==> config.mk <==
export PLATFORM = sky130hd
export DESIGN_NAME = multicycle_controller
export DESIGN_NICKNAME = d
export VERILOG_FILES = /design/src/rtl/multicycle_controller.sv
export SDC_FILE = /design/constraint.sdc
export NUM_CORES = 1
export LEC_CHECK = 0
export CAP_MARGIN = 15
export CORE_MARGIN = 4
export CORE_UTILIZATION = 42
export CTS_BUF_LIST = sky130_fd_sc_hd__clkbuf_4
export CTS_CLUSTER_SIZE = 28
export DETAILED_ROUTE_END_ITERATION = 8
export PLACE_DENSITY = 0.87
export SYNTH_ARGS = -nofsm -noshare
export SYNTH_HDL_FRONTEND = slang
export SYNTH_SLANG_ARGS = --single-unit
==> constraint.sdc <==
create_clock -name clk -period 4.56 [get_ports clk]
set_input_delay 0.912 -clock clk [delete_from_list [all_inputs] [get_ports clk]]
set_output_delay 0.912 -clock clk [all_outputs]
set_load 0.02 [all_outputs]
==> src/rtl/multicycle_controller.sv <==
// Moore control sequencer for the multi-cycle 32-bit MIPS datapath: decodes op/funct, drives mux selects, write strobes and ALU control.
// Latency: outputs are a combinational decode of the current state (pcen also follows zero in the same cycle); one state per clock.
// Backpressure: none; the sequencer advances every cycle, and a synchronous reset returns it to FETCH.
//
// Ports: clk/reset (sync, active-high); op/funct from the IR; zero from the ALU;
//        iord, irwrite, memwrite, regwrite, regdst, memtoreg, alusrca, alusrcb[1:0],
//        pcsrc[1:0], alucontrol[2:0], pcen, state[3:0] (debug).
// Optional feature: define MULTICYCLE_BNE_EN to add the BNEEX state (op 000101).
module multicycle_controller (
    input  logic       clk,
    input  logic       reset,
    input  logic [5:0] op,
    input  logic [5:0] funct,
    input  logic       zero,
    output logic       iord,
    output logic       irwrite,
    output logic       memwrite,
    output logic       regwrite,
    output logic       regdst,
    output logic       memtoreg,
    output logic       alusrca,
    output logic [1:0] alusrcb,
    output logic [1:0] pcsrc,
    output logic [2:0] alucontrol,
    output logic       pcen,
    output logic [3:0] state
);

    localparam logic [3:0] S_FETCH   = 4'd0;
    localparam logic [3:0] S_DECODE  = 4'd1;
    localparam logic [3:0] S_MEMADR  = 4'd2;
    localparam logic [3:0] S_MEMRD   = 4'd3;
    localparam logic [3:0] S_MEMWB   = 4'd4;
    localparam logic [3:0] S_MEMWR   = 4'd5;
    localparam logic [3:0] S_RTYPEEX = 4'd6;
    localparam logic [3:0] S_RTYPEWB = 4'd7;
    localparam logic [3:0] S_BEQEX   = 4'd8;
    localparam logic [3:0] S_ADDIEX  = 4'd9;
    localparam logic [3:0] S_ADDIWB  = 4'd10;
    localparam logic [3:0] S_JEX     = 4'd11;
`ifdef MULTICYCLE_BNE_EN
    localparam logic [3:0] S_BNEEX   = 4'd12;
`endif

    localparam logic [5:0] OP_RTYPE = 6'b000000;
    localparam logic [5:0] OP_LW    = 6'b100011;
    localparam logic [5:0] OP_SW    = 6'b101011;
    localparam logic [5:0] OP_BEQ   = 6'b000100;
    localparam logic [5:0] OP_ADDI  = 6'b001000;
    localparam logic [5:0] OP_J     = 6'b000010;
`ifdef MULTICYCLE_BNE_EN
    localparam logic [5:0] OP_BNE   = 6'b000101;
`endif

    logic [3:0] state_q, state_d;
    logic [3:0] cur_state;   // state as seen by the output decode
    logic [1:0] aluop;
    logic       pcwrite;
    logic       branch;
    logic       br_cond;
    logic       irwrite_raw, memwrite_raw, regwrite_raw;

    // State register
    always_ff @(posedge clk) begin
        if (reset) begin
            state_q <= S_FETCH;
        end else begin
            state_q <= state_d;
        end
    end

    // Next-state logic
    always_comb begin
        state_d = S_FETCH;
        case (state_q)
            S_FETCH:  state_d = S_DECODE;
            S_DECODE: begin
                case (op)
                    OP_LW, OP_SW: state_d = S_MEMADR;
                    OP_RTYPE:     state_d = S_RTYPEEX;
                    OP_BEQ:       state_d = S_BEQEX;
                    OP_ADDI:      state_d = S_ADDIEX;
                    OP_J:         state_d = S_JEX;
`ifdef MULTICYCLE_BNE_EN
                    OP_BNE:       state_d = S_BNEEX;
`endif
                    default:      state_d = S_FETCH;  // unknown op retires as a NOP
                endcase
            end
            S_MEMADR:  state_d = (op == OP_SW) ? S_MEMWR : S_MEMRD;
            S_MEMRD:   state_d = S_MEMWB;
            S_RTYPEEX: state_d = S_RTYPEWB;
            S_ADDIEX:  state_d = S_ADDIWB;
            default:   state_d = S_FETCH;  // write-back/exec-final states and unused codes
        endcase
    end

    // While reset is held the outputs already look like FETCH, so the
    // datapath sees a clean first cycle the moment reset drops.
    assign cur_state = reset ? S_FETCH : state_q;

    // Output decode
    always_comb begin
        iord         = 1'b0;
        irwrite_raw  = 1'b0;
        memwrite_raw = 1'b0;
        regwrite_raw = 1'b0;
        regdst       = 1'b0;
        memtoreg     = 1'b0;
        alusrca      = 1'b0;
        alusrcb      = 2'b00;
        pcsrc        = 2'b00;
        aluop        = 2'b00;
        pcwrite      = 1'b0;
        branch       = 1'b0;
        br_cond      = 1'b0;
        case (cur_state)
            S_FETCH: begin
                alusrcb     = 2'b01;
                irwrite_raw = 1'b1;
                pcwrite     = 1'b1;
            end
            S_DECODE:  alusrcb = 2'b11;
            S_MEMADR, S_ADDIEX: begin
                alusrca = 1'b1;
                alusrcb = 2'b10;
            end
            S_MEMRD:   iord = 1'b1;
            S_MEMWB: begin
                memtoreg     = 1'b1;
                regwrite_raw = 1'b1;
            end
            S_MEMWR: begin
                iord         = 1'b1;
                memwrite_raw = 1'b1;
            end
            S_RTYPEEX: begin
                alusrca = 1'b1;
                aluop   = 2'b10;
            end
            S_RTYPEWB: begin
                regdst       = 1'b1;
                regwrite_raw = 1'b1;
            end
            S_ADDIWB:  regwrite_raw = 1'b1;
            S_BEQEX: begin
                alusrca = 1'b1;
                aluop   = 2'b01;
                pcsrc   = 2'b01;
                branch  = 1'b1;
                br_cond = zero;
            end
`ifdef MULTICYCLE_BNE_EN
            S_BNEEX: begin
                alusrca = 1'b1;
                aluop   = 2'b01;
                pcsrc   = 2'b01;
                branch  = 1'b1;
                br_cond = ~zero;
            end
`endif
            S_JEX: begin
                pcsrc   = 2'b10;
                pcwrite = 1'b1;
            end
            default: ;
        endcase
    end

    // ALU decoder; unknown R-type funct falls back to add
    always_comb begin
        alucontrol = 3'b010;
        case (aluop)
            2'b01: alucontrol = 3'b110;
            2'b10: begin
                case (funct)
                    6'b100010: alucontrol = 3'b110;
                    6'b100100: alucontrol = 3'b000;
                    6'b100101: alucontrol = 3'b001;
                    6'b101010: alucontrol = 3'b111;
                    default:   alucontrol = 3'b010;
                endcase
            end
            default: alucontrol = 3'b010;
        endcase
    end

    assign irwrite  = irwrite_raw  & ~reset;
    assign memwrite = memwrite_raw & ~reset;
    assign regwrite = regwrite_raw & ~reset;
    assign pcen     = (pcwrite | (branch & br_cond)) & ~reset;
    assign state    = cur_state;

endmodule

---- Word-level counts from Yosys, hierarchy flattened ----
Index checks and enable logic that the tools add are counted.
storage, ports and cells
  register bits after elaboration ......... 4
  output and inout bits ................... 19
  input bits .............................. 15
operators by class
  reductions and logical operators ........ 9
  bitwise gates (word level) .............. 7
  eq/ne operators ......................... 27
  mux-type cells .......................... 19
operators with widths
  operator                                        count
  == test 6 bit (second input constant)           6
  one-hot mux 4 bit (6 select lines)              1
  == test 4 x 3 -> 1 bit (second input constant)  5
  == test 4 bit (second input constant)           5
  one-hot mux 4 bit (5 select lines)              1
  == test 4 x 2 -> 1 bit (second input constant)  4
  one-hot mux 3 bit (4 select lines)              1
  2-to-1 mux 1 bit                                10
  == test 4 x 1 -> 1 bit (second input constant)  2
  logical NOT 4 bit                               2
  one-hot mux 2 bit (2 select lines)              2
  OR reduction 2 bit                              4
  == test 6 x 2 -> 1 bit (second input constant)  1
  == test 6 x 3 -> 1 bit (second input constant)  1
  == test 6 x 4 -> 1 bit (second input constant)  1
  logical NOT 6 bit                               1
  one-hot mux 2 bit (3 select lines)              1
  one-hot mux 3 bit (2 select lines)              1
  AND 1 bit                                       5
  2-to-1 mux 4 bit                                1
  OR reduction 4 bit                              1
  2-to-1 mux 3 bit                                1
  OR reduction 3 bit                              1
  == test 2 x 1 -> 1 bit (second input constant)  1
  other kinds (3)                                 3

---- Depth between registers and ports, before layout ----
  depth after elaboration ................. 6
  depth in mapped cells ................... 8
  depth with buffers taken out ............ 7

---- Least setup slack after synthesis ----
OpenSTA, ideal clock, no wires.
  kind .................................... in2out
  start ................................... input reset
  end ..................................... output alucontrol[2]
  setup slack ............................. 1279 ps
  arrival time ............................ 2369 ps
  stages .................................. 8
  path buffers ............................ 1
  required time ........................... 3648 ps
  path through ............................ buf_2 nor2_1 nand3_1 inv_1 ha_1 nor4bb_1 a21oi_1 nor2_1
between the ends
  word-level cells in the longest chain between the ends .. 5
  elaborated cells between the ends (all ways) .. 7
RTL lines
  element                                                         line  source
  start, declared                                                 11    input logic reset,
  2-to-1 mux 4 bit *                                              100   assign cur_state = reset ? S_FETCH : state_q;
  == test 4 bit / == test 4 x 3 -> 1 bit (equally long branches)  117   case (cur_state)
  one-hot mux 2 bit (2 select lines) *                            117
  == test 2 bit / == test 2 x 1 -> 1 bit (equally long branches)  173   case (aluop)
  one-hot mux 3 bit (2 select lines) *                            173
  end, declared                                                   24    output logic [2:0] alucontrol,
Every way passes the cells marked *; elsewhere a longest branch is shown, timed or not.

---- Worst setup path in the final report ----
  start ................................... input reset
  end ..................................... output alucontrol[0]
The elaborated chain is that of the path after synthesis.

==> flow_metrics.py <==
metrics = {
    "status": {
        "status": "complete, no violations",
    },
    "routing": {
        "drt_pass1_iterations": 4,
        "wl_um": 1630,
        "vias_per_cell": 5.58,
        "vias": 725,
        "wl_per_cell_um": 12.6,
        "drc": 0,
        "drt_iter0_markers": 21,
        "postRouteAntennaNets": 0,
    },
    "layout": {
        "synthToLayoutAreaGrowth_pct": 56.0,
        "reg_top3": "state_q: 4 flops",
        "final_area_sq_um": 927,
        "drive_gt1_frac": 0.0609,
        "num_antenna_cells": 0,
        "largest_reg_flops": 4,
        "top_register": "state_q",
        "nNetsFinal": 135,
    },
    "grt": {
        "grt_pass1_wl_um": 2900,
        "antenna_found_initial": 0,
        "overflow": 0,
        "track_usage": 0.182,
        "grt_pass1_vias": 741,
        "grt_max_degree": 14,
    },
    "logic_synthesis": {
        "synth_compound_area_frac": 0.261,
        "synth-edff-count": 0,
        "yosysTopAreaCellShare": 0.135,
        "synth_area_sq_um": 594,
        "netlist_top_cells_area": "dfxtp_1 (13%), nor2_1 (7.6%), and3_1 (6.3%), ha_1 (6.3%), nor2b_1 (5.3%)",
        "synth_top_family_by_area": "simple AND/OR/NAND/NOR gates",
        "synth_xor_area_frac": 0.0589,
        "synth_seq_area_share": 0.135,
        "synthTopCellsByCount": "nor2_1 (12), and3_1 (6)",
        "synthMuxAreaShare": 0,
        "synth_seq_cells": 4,
        "yosysWarnings": 0,
        "synthSimpleGateAreaFrac": 0.373,
        "ys.flop_type": "dfxtp_1",
        "avgSynthCellArea_sq_um": 7.08,
        "synth.most_common_cell": "nor2_1",
        "async_reset_ff_frac": 0,
        "synthAdderAreaFrac": 0.0632,
        "synth_cells": 84,
        "syn-num-nets": 102,
        "yosysUniqueCellTypes": 34,
        "synth_top_area_cell": "dfxtp_1",
    },
    "clocking": {
        "clk_pin_slew_ns": 0.04,
        "htreeDepth": 1,
        "root_buffer": "clkbuf_4",
        "cts_tree": "yes",
        "cts.sinks": 4,
        "insertion_delay_ns": 0.24,
        "cts_resized": 0,
        "numCtsBuffers": 3,
        "clockBufferDepth": 2,
        "post-cts-setup-buffers": 0,
        "cts_hold_buf": 0,
    },
    "timing": {
        "drv_slew": 0,
        "clock.fmax_ghz": 0.240,
        "finalSetupViolCount": 0,
        "fin_crit_sh": 0.913,
        "tightest_slew_ns": 0.450,
        "post-route-min-period_ns": 4.16,
        "final.setup.tns_ns": 0,
        "rsz0062_at_grt": "false",
        "hold_viol": 0,
        "skew_ns": 0.000449,
        "slew-limit-headroom": 0.700,
    },
    "floorplan": {
        "die_area_sq_um": 2080,
        "die_w_um": 45.6,
        "num_rows": 13,
        "die_y_um": 45.6,
        "io_pins": 34,
        "core_sq_um": 1320,
        "start_util": 0.451,
    },
    "power": {
        "p_per_area_nw_per_um2": 138,
        "ir_worst_vdd_mv": 0.109,
        "p_leak_uw": 0.000335,
    },
    "critical_path": {
        "path_cells": "clkdlybuf4s50_1, nor2_1, nand3_1, inv_1, ha_1, nor4bb_1, nand3_1, o21ai_0, clkdlybuf4s50_1",
        "crit_slowest_cell": "clkdlybuf4s50_1",
        "slowest_delay_ns": 0.63,
        "cp_top_family": "buffers and inverters",
        "endpoint_kind": "output port",
        "worst_ep_arrival_time_ns": 3.25,
        "worst-path-buf-inv": 3,
        "start_kind": "input port",
        "crit_required_ns": 3.65,
        "path_max_fanout": 6,
        "criticalPathCategory": "in2out",
    },
    "placed_design": {
        "gp_congestion": 0.853,
        "io_buffers": 33,
        "dpl_cell_area_sq_um": 905,
        "dp_hpwl_um": 1320,
    },
    "min_path": {
        "hp-class": "reg2reg",
    },
    "flow_run": {
        "cap_violations": 0,
    },
}
## routing by layer
metal / routed length, um / track usage / part of all wire / vias to the layer above
li1: - / - / - / 365
met1: 688 / 0.235 / 0.42 / 318
met2: 815 / 0.304 / 0.50 / 40
met3: 113 / 0.0158 / 0.069 / 2
met4: 15 / 0.0760 / 0.0092 / 0
met5: 0 / 0 / 0 / -
## cells by family (layout without fill, tap and decap cells)
group	after synthesis	count (layout)
xor gates and xnor gates	4	4
and+or+nand+nor	42	42
DFF	4	4
adders and majority gates	3	3
AOI/OAI and AO/OA	20	20
buffers and inverters	11	42
## stage by stage
step           utilization  power (uW)  setup slack [ns]  instances  hold slack [ns]
2_1_floorplan            -        62.6              1.28         84            0.550
3_3_place_gp         0.687        83.5             0.521        127            0.721
3_5_place_dp         0.687        84.2             0.389        127            0.721
4_1_cts              0.704         128             0.399        130            0.727
5_1_grt              0.704         138             0.146        130            0.777
6_report             0.704         128             0.398        130            0.721
## area by class of cell
type	instances	area, sq um
repair buffers	34	338
flip-flops and latches	4	80.1
clock buffers	3	22.5
well taps	15	18.8
multi-input cells	69	449
inverters	5	18.8
fillers	106	390
## worst paths after layout
kind | from | end | slack (ns) | depth (start not counted)
setup / recovery | reset | alucontrol[0] | 0.40 | 9
hold / removal | state_q[2]$_SDFF_PP0_ | state_q[0]$_SDFF_PP0_ | 0.72 | 1
setup reg to reg | state_q[0]$_SDFF_PP0_ | state_q[1]$_SDFF_PP0_ | 3.26 | 4
hold reg to reg | state_q[2]$_SDFF_PP0_ | state_q[0]$_SDFF_PP0_ | 0.72 | 1
## cells in the final DEF, fill, tap and decap left out
| master | netlist | routed |
|---|---|---|
| a2111oi_0 | 1 | 1 |
| a2111oi_4 | 1 | 1 |
| a211o_1 | 1 | 1 |
| a21o_1 | 1 | 1 |
| a21oi_1 | 4 | 4 |
| a31oi_1 | 1 | 1 |
| a32oi_1 | 1 | 1 |
| and3_1 | 6 | 6 |
| buf_4 | 2 | 1 |
| clkbuf_4 | 0 | 3 |
| clkdlybuf4s50_1 | 0 | 33 |
| dfxtp_1 | 4 | 4 |
| ha_1 | 3 | 3 |
| inv_1 | 5 | 5 |
| nand2_1 | 3 | 3 |
| nand2b_1 | 1 | 1 |
| nand3_1 | 5 | 5 |
| nand4_1 | 1 | 1 |
| nor2_1 | 12 | 12 |
| nor2b_1 | 5 | 5 |
| nor3_1 | 3 | 3 |
| nor3b_1 | 1 | 1 |
| nor4_1 | 1 | 1 |
| nor4bb_1 | 1 | 1 |
| o211ai_1 | 1 | 1 |
| o21ai_0 | 5 | 5 |
| o311ai_0 | 2 | 2 |
| o31a_1 | 1 | 1 |
| o41ai_1 | 1 | 1 |
| or2_2 | 2 | 2 |
| or4_1 | 1 | 1 |
| xnor2_1 | 3 | 3 |
| xor2_1 | 1 | 1 |
## where the power goes
group / switching (uW) / internal, uW / leakage (uW)
combinational: 19.9 / 24.7 / 0.000288
sequential: 3.01 / 36.2 / 0.0000326
clock: 14.8 / 29.5 / 0.0000138
total: 37.7 / 90.4 / 0.000335
No activity file was read; power rests on OpenSTA's default activity.
==> RTL change 1: new RTL, same settings <==
Make the reset (`reset`) asynchronous in one clocked block. Comments in the files are not updated.
--- a/src/rtl/multicycle_controller.sv
+++ b/src/rtl/multicycle_controller.sv
@@ -63,3 +63,3 @@
     // State register
-    always_ff @(posedge clk) begin
+    always_ff @(posedge clk or posedge reset) begin
         if (reset) begin
Formal check against the unedited RTL: same outputs for any inputs over 10 cycles, from zero or initial values and one cycle with reset high; that may be too few to reach the edited logic, so the function may still have changed.
==> RTL change 1 against the original RTL <==
Sequential cell count did not move; wire length rose by 7.0%; critical path type unchanged; final area rose by 3.1%; critical path depth did not move; area after synthesis rose by 1.5%; setup slack got worse by 0.15 ns.
Power is not compared: it rests on default switching activity, and its combinational part moved more than twofold at a synthesized area within 25%.
==> RTL change 1: results (changes against the original RTL) <==
- FF-to-FF setup slack: 3.12 ns (was 3.26 ns)
- Worst hold path class: register to register (unchanged)
- Synth Net Count: 107 (was 102)
- DR iter-0 viols: 8 (was 21)
- Top_reg_cell synth: dfrtp_1 (was dfxtp_1)
- Final worst path period share: 94.7% (was 91.3%)
- Total GRT Usage: 18.1% (was 18.2%)
- Sequential area share after synthesis: 16.6% (was 13.5%)
- Cts bufs inserted: 3 (unchanged)
- Slew Limit Headroom: 65.3% (was 70.0%)
- Number of global-route vias before repair: 683 (was 741)
- Placer's final routability congestion estimate: 0.817 (was 0.853)
- Area contributors post-synth: dfrtp_1, ha_1, nor2_1 (was dfxtp_1, nor2_1, and3_1)
- Final hold slack: 0.730 ns (was 0.721 ns)
- Max incr delay on CP: between 0.6 and 0.7 ns
- Syn Area/Cell: 6.78 um2 (was 7.08 um2)
- Post-CTS setup buffer count: 0 (unchanged)
- Non-Filler Instances: 134 (was 130)
- Critical path arrival: 3.40 ns (was 3.25 ns)
- Place WS: 0.273 ns (was 0.389 ns)
- Status: finished, final reports clean (unchanged)
- Hpwl dp: 1390 um (was 1320 um)
- Placed Area: 933 um2 (was 905 um2)
- Commonest cells post-synth: nor2_1, nor3_1, clkbuf_1, nand2_1 (was nor2_1, and3_1)
- Placed cell count: 131 (was 127)
- Met2 WL post-DR: 855 um (was 815 um)
- Leakage: 0.350 nW
- DRT Pass-1 Iters: 5 (was 4)
- Global-route wire length before repair: 2830 um (was 2900 um)
- PortBufs: 33 (unchanged)
- Async SR Flop Fraction: 100% (was 0%)
- Synth cell types: 35 (was 34)
- Share of cells above drive strength 1: 6.72% (was 6.09%)
- Routed Wire Length: 1750 um (was 1630 um)
- Routed vias: 767 (was 725)
- Clock skew: 0.00628 ns (was 0.000449 ns)
- Nets: 139 (was 135)
- Met1 WL: 749 um (was 688 um)
- CP max FO: 7 (was 6)
- WL met3: 126 um (was 113 um)
- DRC viols: 0 (unchanged)
- Pin count of the biggest net entering global routing: 19 (was 14)
==> RTL change 1: cell types whose count changed after synthesis, moves of 3 or more <==
cell and delta:
clkbuf_1 +5, dfrtp_1 +4, dfxtp_1 -4, nor3_1 +4, nand2_1 +3, o21ai_1 +3
==> RTL change 1: power by group <==
group,internal (mW),switching (mW),total [mW]
clock,0.0293,0.0134,0.0427
combinational,0.0999,0.103,0.202
sequential,0.0460,0.0447,0.0907
total,0.175,0.161,0.336
==> RTL change 1: layer usage <==
layer	up-vias	track usage (%)
met5	-	0
met4	0	8.52
met3	2	2.77
met2	39	31.3
met1	337	21.3
li1	389	-
==> RTL change 1: worst paths after layout <==
path,from,depth (start not counted),end
min reg2reg,state_q[0]$_DFF_PP0_,1,state_q[0]$_DFF_PP0_
min,state_q[0]$_DFF_PP0_,1,state_q[0]$_DFF_PP0_
max reg2reg,state_q[0]$_DFF_PP0_,3,state_q[2]$_DFF_PP0_
max in group asynchronous,reset,2,state_q[2]$_DFF_PP0_
max,reset,9,alucontrol[2]
min in group asynchronous,reset,2,state_q[0]$_DFF_PP0_
==> RTL change 1: area by class of cell <==
class,count,area (um2)
clock buffers,3,22.5
inverters,5,18.8
flip-flops and latches,4,100
multi-input cells,73,458
fillers,122,378
well taps,15,18.8
repair buffers,34,338
==> RTL change 1: cell families after synthesis <==
| group | after synthesis | synth area share, % |
|---|---|---|
| compound gates | 20 | 22.6 |
| xor+xnor | 3 | 4.36 |
| fa+ha+maj | 3 | 6.22 |
| buf+inv | 12 | 7.47 |
| flops | 4 | 16.6 |
| simple gates | 47 | 42.7 |
==> RTL change 2: new RTL, config.mk and constraints unchanged <==
Made on the original files. Add a define of `MULTICYCLE_BNE_EN`.
--- a/src/rtl/multicycle_controller.sv
+++ b/src/rtl/multicycle_controller.sv
@@ -8,2 +8,4 @@
 // Optional feature: define MULTICYCLE_BNE_EN to add the BNEEX state (op 000101).
+`define MULTICYCLE_BNE_EN
+
 module multicycle_controller (
Function: changed (a bounded check fails within 4 cycles, from zero or initial values and one cycle with reset high).
==> RTL change 2 against the original RTL <==
Maximum frequency up 2.1%; sequential cell count unchanged; clock skew up 0.00082 ns; total power about the same; critical endpoint unchanged; final area up 4.2%; die area up 4.0%; area after synthesis up 4.8%; synthesized cell count up 6.0%; highest routed layer unchanged; wire length up 11%; setup slack better by 0.084 ns; cell count up 3.8%.
==> RTL change 2: results (changes against the original RTL) <==
- R2R depth: 2 (was 4)
- Synth Area in XOR/XNOR: 5.62% (was 5.89%)
- Slew Limit Headroom: 58.4% (was 70.0%)
- Met3 Usage GRT: 4.69% (was 1.58%)
- Fill count: 124 (was 106)
- WL met3: 132 um (was 113 um)
- Sequential area share after synthesis: 12.9% (was 13.5%)
- Adder-Cell Fraction of Synth Area: 4.02% (was 6.32%)
- Final clock-cell share: 2.33% (was 2.43%)
- Met1 WL: 681 um (was 688 um)
- FF-to-FF setup slack: 3.16 ns (was 3.26 ns)
- Met2 WL post-DR: 977 um (was 815 um)
- Global Route met1 Usage: 19.3% (was 23.5%)
- Min Tclk post-route: 4.08 ns (was 4.16 ns)
- Max incr delay on CP: 0.66 ns (was 0.63 ns)
- Synth Net Count: 106 (was 102)
- Clock skew: 0.00126 ns (was 0.000449 ns)
- Number of global-route vias before repair: 711 (was 741)
- Global-route wire length before repair: 2900 um (about the same)
- Leakage: 0.340 nW (was 0.335 nW)
- Nonclk inv count: 6 (was 5)
- Commonest cells post-synth: nor2_1, a21oi_1, inv_1, nand2b_1, nor3_1 (was nor2_1, and3_1)
- Non-clock buffering overhead: 35.0% (was 36.4%)
- Area contributors post-synth: dfxtp_1, nand2b_1, nor4b_1 (was dfxtp_1, nor2_1, and3_1)
- Routed vias/inst: 5.79 (was 5.58)
- Status: finished, final reports clean (unchanged)
- Area of the multi-input gates: 484 um2 (was 449 um2)
- Critical path arrival: 3.17 ns (was 3.25 ns)
- P_sw: 37.6 uW (was 37.7 uW)
- CP max FO: 7 (was 6)
- Synth cell types: 36 (was 34)
- Routed Wire Length: 1810 um (was 1630 um)
- Met2 Use GR: 34.9% (was 30.4%)
- Comb_multi_in: 73 (was 69)
RTL change 2: cell count changes after synthesis, moves of 3 or more:
cell / before / now
and3_1: 6 / 1
buf_2: 1 / 5
nand2b_1: 1 / 6
nand3b_1: 0 / 3
nor2_1: 12 / 8
nor3_1: 3 / 6
nor4b_1: 0 / 4
o21ai_0: 5 / 2
RTL change 2: metrics by stage:
step	cell area (um2)	hold WS, ns	instances	worst slack, ns	util, %
2_1_floorplan	623	0.549	89	1.14	-
3_3_place_gp	943	0.640	132	0.548	69.9
3_5_place_dp	943	0.631	132	0.482	69.9
4_1_cts	966	0.644	135	0.474	71.5
5_1_grt	966	0.680	135	0.280	71.5
6_report	966	0.654	135	0.481	71.5
RTL change 2: power groups by stage:
stage               Combinational (mW)  Clock [mW]  Sequential (mW)
floorplan                       0.0233           0           0.0376
detailed placement              0.0457           0           0.0405
global route                    0.0491      0.0481           0.0405
finish                          0.0456      0.0423           0.0401
CTS                             0.0458      0.0433           0.0400
global placement                0.0443           0           0.0405
